**config.mk**
```make
export PLATFORM = sky130hd
export DESIGN_NAME = vga_bounce_box_gen
export DESIGN_NICKNAME = d
export VERILOG_FILES = /design/src/rtl/vga_gfx_pkg.sv /design/src/rtl/vga_axis_bounce.sv /design/src/rtl/vga_bounce_box_gen.sv
export SDC_FILE = /design/constraint.sdc
export NUM_CORES = 1
export LEC_CHECK = 0
export ABC_CLOCK_PERIOD_IN_PS = 3500
export CORE_UTILIZATION = 35
export DETAILED_ROUTE_END_ITERATION = 7
export PLACE_DENSITY = 0.6
export SYNTH_ARGS = -nofsm -noshare
export SYNTH_HDL_FRONTEND = slang
export SYNTH_SLANG_ARGS = --single-unit
```
**constraint.sdc**
```tcl
create_clock -name clk_pix -period 3.5 [get_ports clk_pix]
set_input_delay 0.525 -clock clk_pix [delete_from_list [all_inputs] [get_ports clk_pix]]
set_output_delay 0.525 -clock clk_pix [all_outputs]
set_load 0.05 [all_outputs]
```
**src/rtl/vga_gfx_pkg.sv**
```systemverilog
// Shared types and constants for the bouncing-box pixel source.
package vga_gfx_pkg;

   typedef struct packed {
      logic [7:0] r;
      logic [7:0] g;
      logic [7:0] b;
   } rgb_t;

   typedef enum logic [1:0] {
      IDLE  = 2'd0,
      UPD_X = 2'd1,
      UPD_Y = 2'd2,
      DONE  = 2'd3
   } upd_state_t;

   // Width of position arithmetic; one spare bit so a step below zero shows as negative
   localparam int POS_W = 12;

   // 640x480 timing as seen through the driver's raster counters
   localparam int H_ACTIVE_DEF = 640;
   localparam int V_ACTIVE_DEF = 480;
   localparam int H_OFFSET_DEF = 144;
   localparam int V_OFFSET_DEF = 35;
   localparam int BOX_SIZE_DEF = 32;
   localparam int SPEED_DEF    = 2;

   localparam rgb_t PALETTE [4] = '{
      '{8'hFF, 8'h00, 8'h00},   // red
      '{8'h00, 8'hFF, 8'h00},   // green
      '{8'h00, 8'h00, 8'hFF},   // blue
      '{8'hFF, 8'hFF, 8'h00}    // yellow
   };

   localparam rgb_t BG_COLOUR = '{8'h10, 8'h10, 8'h10};

endpackage

```
**src/rtl/vga_axis_bounce.sv**
```systemverilog
// One axis of box motion: step, clamp at the walls, reverse and flag a bounce.
// Purely combinational; the parent holds the position/direction registers.
module vga_axis_bounce
   import vga_gfx_pkg::*;
#(
   parameter int SPEED = SPEED_DEF
) (
   input  logic [POS_W-1:0] pos,
   input  logic             dir,       // 1 = increasing, 0 = decreasing
   input  logic             step,
   input  logic [POS_W-1:0] max_pos,
   output logic [POS_W-1:0] next_pos,
   output logic             next_dir,
   output logic             bounce
);

   logic signed [POS_W-1:0] moved;

   // Signed step so an underflow is seen as negative before clamping to zero
   always_comb begin
      moved    = dir ? ($signed(pos) + $signed(POS_W'(SPEED)))
                     : ($signed(pos) - $signed(POS_W'(SPEED)));
      next_pos = pos;
      next_dir = dir;
      bounce   = 1'b0;
      if (step) begin
         if (moved > $signed(max_pos)) begin
            next_pos = max_pos;
            next_dir = ~dir;
            bounce   = 1'b1;
         end else if (moved[POS_W-1]) begin
            next_pos = '0;
            next_dir = ~dir;
            bounce   = 1'b1;
         end else begin
            next_pos = $unsigned(moved);
         end
      end
   end

endmodule

```
**src/rtl/vga_bounce_box_gen.sv**
```systemverilog
// Pixel source for the VGA driver: grey background with a square box that
// moves once per frame during vertical blank and changes colour on each bounce.
module vga_bounce_box_gen
   import vga_gfx_pkg::*;
#(
   parameter int H_ACTIVE = H_ACTIVE_DEF,
   parameter int V_ACTIVE = V_ACTIVE_DEF,
   parameter int H_OFFSET = H_OFFSET_DEF,
   parameter int V_OFFSET = V_OFFSET_DEF,
   parameter int BOX_SIZE = BOX_SIZE_DEF,
   parameter int SPEED    = SPEED_DEF
) (
   input  logic        clk_pix,
   input  logic        rst_n,
   input  logic [10:0] H_Cont,
   input  logic [10:0] V_Cont,
   input  logic        move_en,
   output logic [7:0]  pix_r,
   output logic [7:0]  pix_g,
   output logic [7:0]  pix_b,
   output logic        frame_tick,
   output logic [7:0]  bounce_cnt
);

   localparam logic [POS_W-1:0] MAX_X = POS_W'(H_ACTIVE - BOX_SIZE);
   localparam logic [POS_W-1:0] MAX_Y = POS_W'(V_ACTIVE - BOX_SIZE);

   upd_state_t       state, state_nxt;
   logic [POS_W-1:0] box_x, box_y, nx_x, nx_y;
   logic             dir_x, dir_y, nd_x, nd_y;
   logic             bnc_x, bnc_y, bounce_flag;
   logic [1:0]       idx;
   logic             trig;

   logic [POS_W-1:0] hc, vc, px, py;
   logic             vis, in_box;
   rgb_t             pix_d, pix_q;

   // ---------------- draw path ----------------
   assign hc = {1'b0, H_Cont};
   assign vc = {1'b0, V_Cont};
   assign px = hc - POS_W'(H_OFFSET);
   assign py = vc - POS_W'(V_OFFSET);

   assign vis = (hc >= POS_W'(H_OFFSET)) && (hc < POS_W'(H_OFFSET + H_ACTIVE)) &&
                (vc >= POS_W'(V_OFFSET)) && (vc < POS_W'(V_OFFSET + V_ACTIVE));
   assign in_box = (px >= box_x) && (px < box_x + POS_W'(BOX_SIZE)) &&
                   (py >= box_y) && (py < box_y + POS_W'(BOX_SIZE));

   // Select box colour, background, or black outside the active area
   always_comb begin
      pix_d = '0;
      if (vis) pix_d = in_box ? PALETTE[idx] : BG_COLOUR;
   end

   // Register the pixel so outputs lag the counter sample by exactly one clock
   always_ff @(posedge clk_pix or negedge rst_n) begin
      if (!rst_n) pix_q <= '0;
      else        pix_q <= pix_d;
   end

   assign pix_r = pix_q.r;
   assign pix_g = pix_q.g;
   assign pix_b = pix_q.b;

   // ---------------- frame update FSM ----------------
   // First blanking line start: position may change without tearing
   assign trig = (H_Cont == 11'd0) && (V_Cont == 11'(V_OFFSET + V_ACTIVE));

   // State register
   always_ff @(posedge clk_pix or negedge rst_n) begin
      if (!rst_n) state <= IDLE;
      else        state <= state_nxt;
   end

   // Next state: a frozen box skips the axis steps but still reports the frame
   always_comb begin
      state_nxt = state;
      unique case (state)
         IDLE:    if (trig) state_nxt = move_en ? UPD_X : DONE;
         UPD_X:   state_nxt = UPD_Y;
         UPD_Y:   state_nxt = DONE;
         DONE:    state_nxt = IDLE;
         default: state_nxt = IDLE;
      endcase
   end

   // Outputs: frame_tick marks the completed update
   always_comb begin
      frame_tick = (state == DONE);
   end

   vga_axis_bounce #(.SPEED(SPEED)) u_axis_x (
      .pos(box_x), .dir(dir_x), .step(state == UPD_X), .max_pos(MAX_X),
      .next_pos(nx_x), .next_dir(nd_x), .bounce(bnc_x)
   );

   vga_axis_bounce #(.SPEED(SPEED)) u_axis_y (
      .pos(box_y), .dir(dir_y), .step(state == UPD_Y), .max_pos(MAX_Y),
      .next_pos(nx_y), .next_dir(nd_y), .bounce(bnc_y)
   );

   // Position/direction follow the axis cores; bounces collapse into one colour step per frame
   always_ff @(posedge clk_pix or negedge rst_n) begin
      if (!rst_n) begin
         box_x       <= '0;
         box_y       <= '0;
         dir_x       <= 1'b1;
         dir_y       <= 1'b1;
         idx         <= '0;
         bounce_flag <= 1'b0;
         bounce_cnt  <= '0;
      end else begin
         box_x <= nx_x;
         dir_x <= nd_x;
         box_y <= nx_y;
         dir_y <= nd_y;
         if (bnc_x || bnc_y) begin
            bounce_flag <= 1'b1;
         end else if ((state == DONE) && bounce_flag) begin
            idx         <= idx + 2'd1;
            bounce_cnt  <= bounce_cnt + 8'd1;
            bounce_flag <= 1'b0;
         end
      end
   end

endmodule

```
==> summary.md, run 1 <==
| Metric | Value |
|---|---|
| Final worst path period need | 3.32 ns |
| Sw power | 1.40 mW |
| Post-synth EDFFs | 0 |
| Initial drt markers | 118 |
| Async set or reset register ratio after synthesis | 1.00 |
| Sequential area share after synthesis | 0.256 |
| Fill count | 1,119 |
| Total grt overflow | 0 |
| TritonCTS clock tree | yes |
| Count of buffers from port buffering | 57 |
| Slew margin rel. | 0.361 |
| Setup_tns | 0 ns |
| Seq pwr share | 0.237 |
| Yosys warns | 0 |
| Synth-to-layout area growth | 22.9% |
| Die height | 109 um |
| CTS resizes | 0 |
| Initial Util | 0.365 |
| Finished Cell Area | 4950 um2 |
| Area leader, netlist | dfrtp_1 |
| Via density | 5.13 |
| Clock power share | 0.154 |
| Hold WC Path Type | in2async |
| Switching Fraction | 0.456 |
| 1st-pass router iterations | 4 |
| RSZ-0062 raised after global routing | no |
| Synthesized area | 4020 um2 |
| Largest net degree at the start of global routing | 42 |
| Routability-driven placement congestion ratio | 0.843 |
| Worst Tran Pin Value | 0.958 ns |
| Worst Hold Slack | 0.389 ns |
| Clk root buf | clkbuf_16 |
| Total CTS buffers | 5 |
| Post-Syn Area per Cell | 9.00 um2 |
| Worst path required time | 3.68 ns |
| Worst-path fanout max | 7 |
| Row count | 38 |
| Startpoint types | flip-flop |
| Status | finished, final reports clean |
| Layout Utilization | 0.448 |
| Setup bufs post-CTS | 0 |
| FF+latch count, synth | 41 |
| Fraction of the cycle the final worst path needs | 0.948 |
| Worst Clk Skew | 0.00642 ns |
| Crit. End Element | flip-flop |
| First-pass GRT wire length | 16,000 um |
| I/O pins | 58 |
| Clk_lat worst skew | 0.29 ns |
| Top post-synthesis cells by area | dfrtp_1 24%, ha_1 20%, xnor2_1 7.0% |
| Critical path class | reg2reg |
| Antenna Nets Post-Route | 0 |
| Yosys top cell area share | 0.243 |
| Core Area | 11,000 um2 |
| Ant. Diodes | 0 |
| Netlist cell types | 60 |
| Hold_buf cts | 0 |
| Highest Clock Rate | 301 MHz |
| Drt total wl | 9340 um |
| Clock buffer depth | 2 |
| WP data arrival | 3.50 ns |
| Cells after Synth | 447 |
| Die W | 109 um |
| WL/cell | 14.3 um |
| MaxCap Viol Count | 0 |
| H-tree levels | 2 |
| Die area | 11,900 um2 |
| Placement Cell Area | 4770 um2 |
| Detailed Place HPWL | 7730 um |
| Leak Pwr | 2.18 nW |
| Vias in the first global route | 3,402 |
| Worst vdd ir | 0.450 mV |
| Vias post-DR | 3,344 |
| DRC viols | 0 |
| Final Hold Viols | 0 |
| GRT Overall Usage | 0.170 |
| Synthesized Nets | 539 |
| Fin nets | 603 |
| # clock sinks | 41 |
| Reg clk slew, reported paths | 0.07 ns |
| Int Pwr | 1.67 mW |
| Layout cell share with drive strength beyond 1 | 0.105 |
| Initial antenna violation count | 0 |
| Pwr dens | 620 nW/um2 |
| Slew Viols, Final | 0 |
| Ys flop type | dfrtp_1 |
| Final setup vio count | 0 |
| Combinational share of power | 0.609 |
## cells in the final DEF (no fill, tap or decap), types with 5 or more instances in the layout
| master | count |
|---|---|
| a21o_1 | 8 |
| a21oi_1 | 16 |
| a21oi_2 | 5 |
| buf_4 | 22 |
| clkbuf_16 | 5 |
| clkdlybuf4s50_1 | 56 |
| dfrtp_1 | 39 |
| ha_1 | 64 |
| inv_1 | 39 |
| mux2i_1 | 6 |
| nand2_1 | 27 |
| nand2b_1 | 5 |
| nand3_1 | 12 |
| nand4_1 | 6 |
| nor2_1 | 26 |
| nor2b_1 | 6 |
| nor3_1 | 10 |
| o211ai_1 | 6 |
| o21a_1 | 10 |
| o21ai_0 | 21 |
| o21bai_1 | 5 |
| o22ai_1 | 7 |
| xnor2_1 | 32 |
| xor2_1 | 15 |
## path summary, 6_finish.rpt
| path | from | to | slack (ns) | cells after the start |
|---|---|---|---|---|
| min | rst_n | box_x[7]$_DFFE_PN0P_ | 0.39 | 1 |
| min reg2reg | bounce_cnt[7]$_DFFE_PN0P_ | bounce_cnt[7]$_DFFE_PN0P_ | 0.48 | 1 |
| min in group clk_pix | bounce_cnt[7]$_DFFE_PN0P_ | bounce_cnt[7]$_DFFE_PN0P_ | 0.48 | 1 |
| max reg2reg | dir_y$_DFFE_PN1P_ | bounce_cnt[1]$_DFFE_PN0P_ | 0.18 | 12 |
| max | dir_y$_DFFE_PN1P_ | bounce_cnt[1]$_DFFE_PN0P_ | 0.18 | 12 |
| max in group asynchronous | rst_n | pix_b[6]$_DFF_PN0_ | 2.51 | 1 |
## final cells by class
class | instances | area, um2 | area share
Clock buffer | 5 | 125 | 0.0253
Clock inverter | 3 | 25.0 | 0.00506
Inverter | 39 | 146 | 0.0296
Multi-Input combinational cell | 345 | 2720 | 0.549
Sequential cell | 41 | 1030 | 0.208
Tap cell | 140 | 175 | 0.0354
Timing Repair Buffer | 79 | 731 | 0.148
## synthesized netlist by cell type, drive strengths merged, types with 2 or more instances
cell / n
clkbuf: 3
dfstp: 2
o22ai: 7
o21a: 10
o31ai: 5
xnor2: 32
nor3: 11
ha: 65
a211oi: 5
buf: 19
or3: 4
nand3: 12
xor2: 15
dfrtp: 39
nand2: 28
nor2b: 6
a221oi: 4
nand4: 6
nor2: 26
fa: 2
o21ai: 24
a21o: 8
a21oi: 21
inv: 39
a31o: 4
mux2i: 6
nand2b: 5
o211ai: 6
and3: 2
or2: 2
nor4: 5
o21bai: 5
## sequential cells by signal, summed over array words and instances (netlist names)
register and cells:
bounce_flag 1, pix_b 2, state 2, dir_x 1, bounce_cnt 8, box_y 10
pix_r 2, idx 2, dir_y 1, pix_g 2, box_x 10
## metal layers
layer  global-route usage  wire, um  share of wire  vias up
li1                     -         -              -     1721
met1                0.214      4270           0.46     1576
met2                0.297      4680           0.50       36
met3               0.0191       180          0.019       11
met4               0.0657       209          0.022        0
met5                    0         0              0        -
## metrics by stage
| stage | setup WS [ns] | instances | power [mW] |
|---|---|---|---|
| after floorplan | 0.352 | 447 | 2.13 |
| after global placement | -0.0814 | 644 | 2.56 |
| after detailed placement | -0.143 | 644 | 2.61 |
| after CTS | 0.116 | 652 | 3.10 |
| after global routing | 0.00703 | 652 | 3.37 |
| final | 0.182 | 652 | 3.07 |
## critical path, stage by stage, from the launching register on
cell and delay, ns:
dfstp_2 0.58, inv_1 0.14, fa_1 0.44, a211oi_2 0.29, o21ai_1 0.16, a31o_1 0.25
a21oi_2 0.14, xnor2_1 0.11, o31ai_2 0.26, buf_4 0.17, a21boi_4 0.28, nand2_4 0.08
mux2_4 0.30
## power by group through the flow
| stage | sequential (mW) | clock, mW | combinational, mW |
|---|---|---|---|
| after floorplan | 0.786 | 0 | 1.34 |
| after global placement | 0.736 | 0 | 1.82 |
| after detailed placement | 0.741 | 0 | 1.86 |
| after CTS | 0.733 | 0.489 | 1.88 |
| after global routing | 0.753 | 0.511 | 2.11 |
| final | 0.728 | 0.473 | 1.87 |
## logic make-up (layout without fill, tap and decap cells)
logic type | after synthesis | count (layout) | synth area share
mux | 7 | 7 | 0.0187
compound gates | 111 | 111 | 0.195
buf+inv | 61 | 126 | 0.0756
flops | 41 | 41 | 0.256
simple gates | 113 | 113 | 0.141
xor+xnor | 47 | 47 | 0.102
fa+ha+maj | 67 | 67 | 0.212
No activity file was read; power rests on OpenSTA's default activity.
==> run 2, diff against run 1 <==
--- a/config.mk
+++ b/config.mk
@@ -6,6 +6,7 @@
 export NUM_CORES = 1
 export LEC_CHECK = 0
 export ABC_CLOCK_PERIOD_IN_PS = 3500
+export CAP_MARGIN = 10
 export CORE_UTILIZATION = 35
 export DETAILED_ROUTE_END_ITERATION = 7
 export PLACE_DENSITY = 0.6
==> results of run 2 <==
The final DEF is identical to that of run 1; final timing and power are the same.
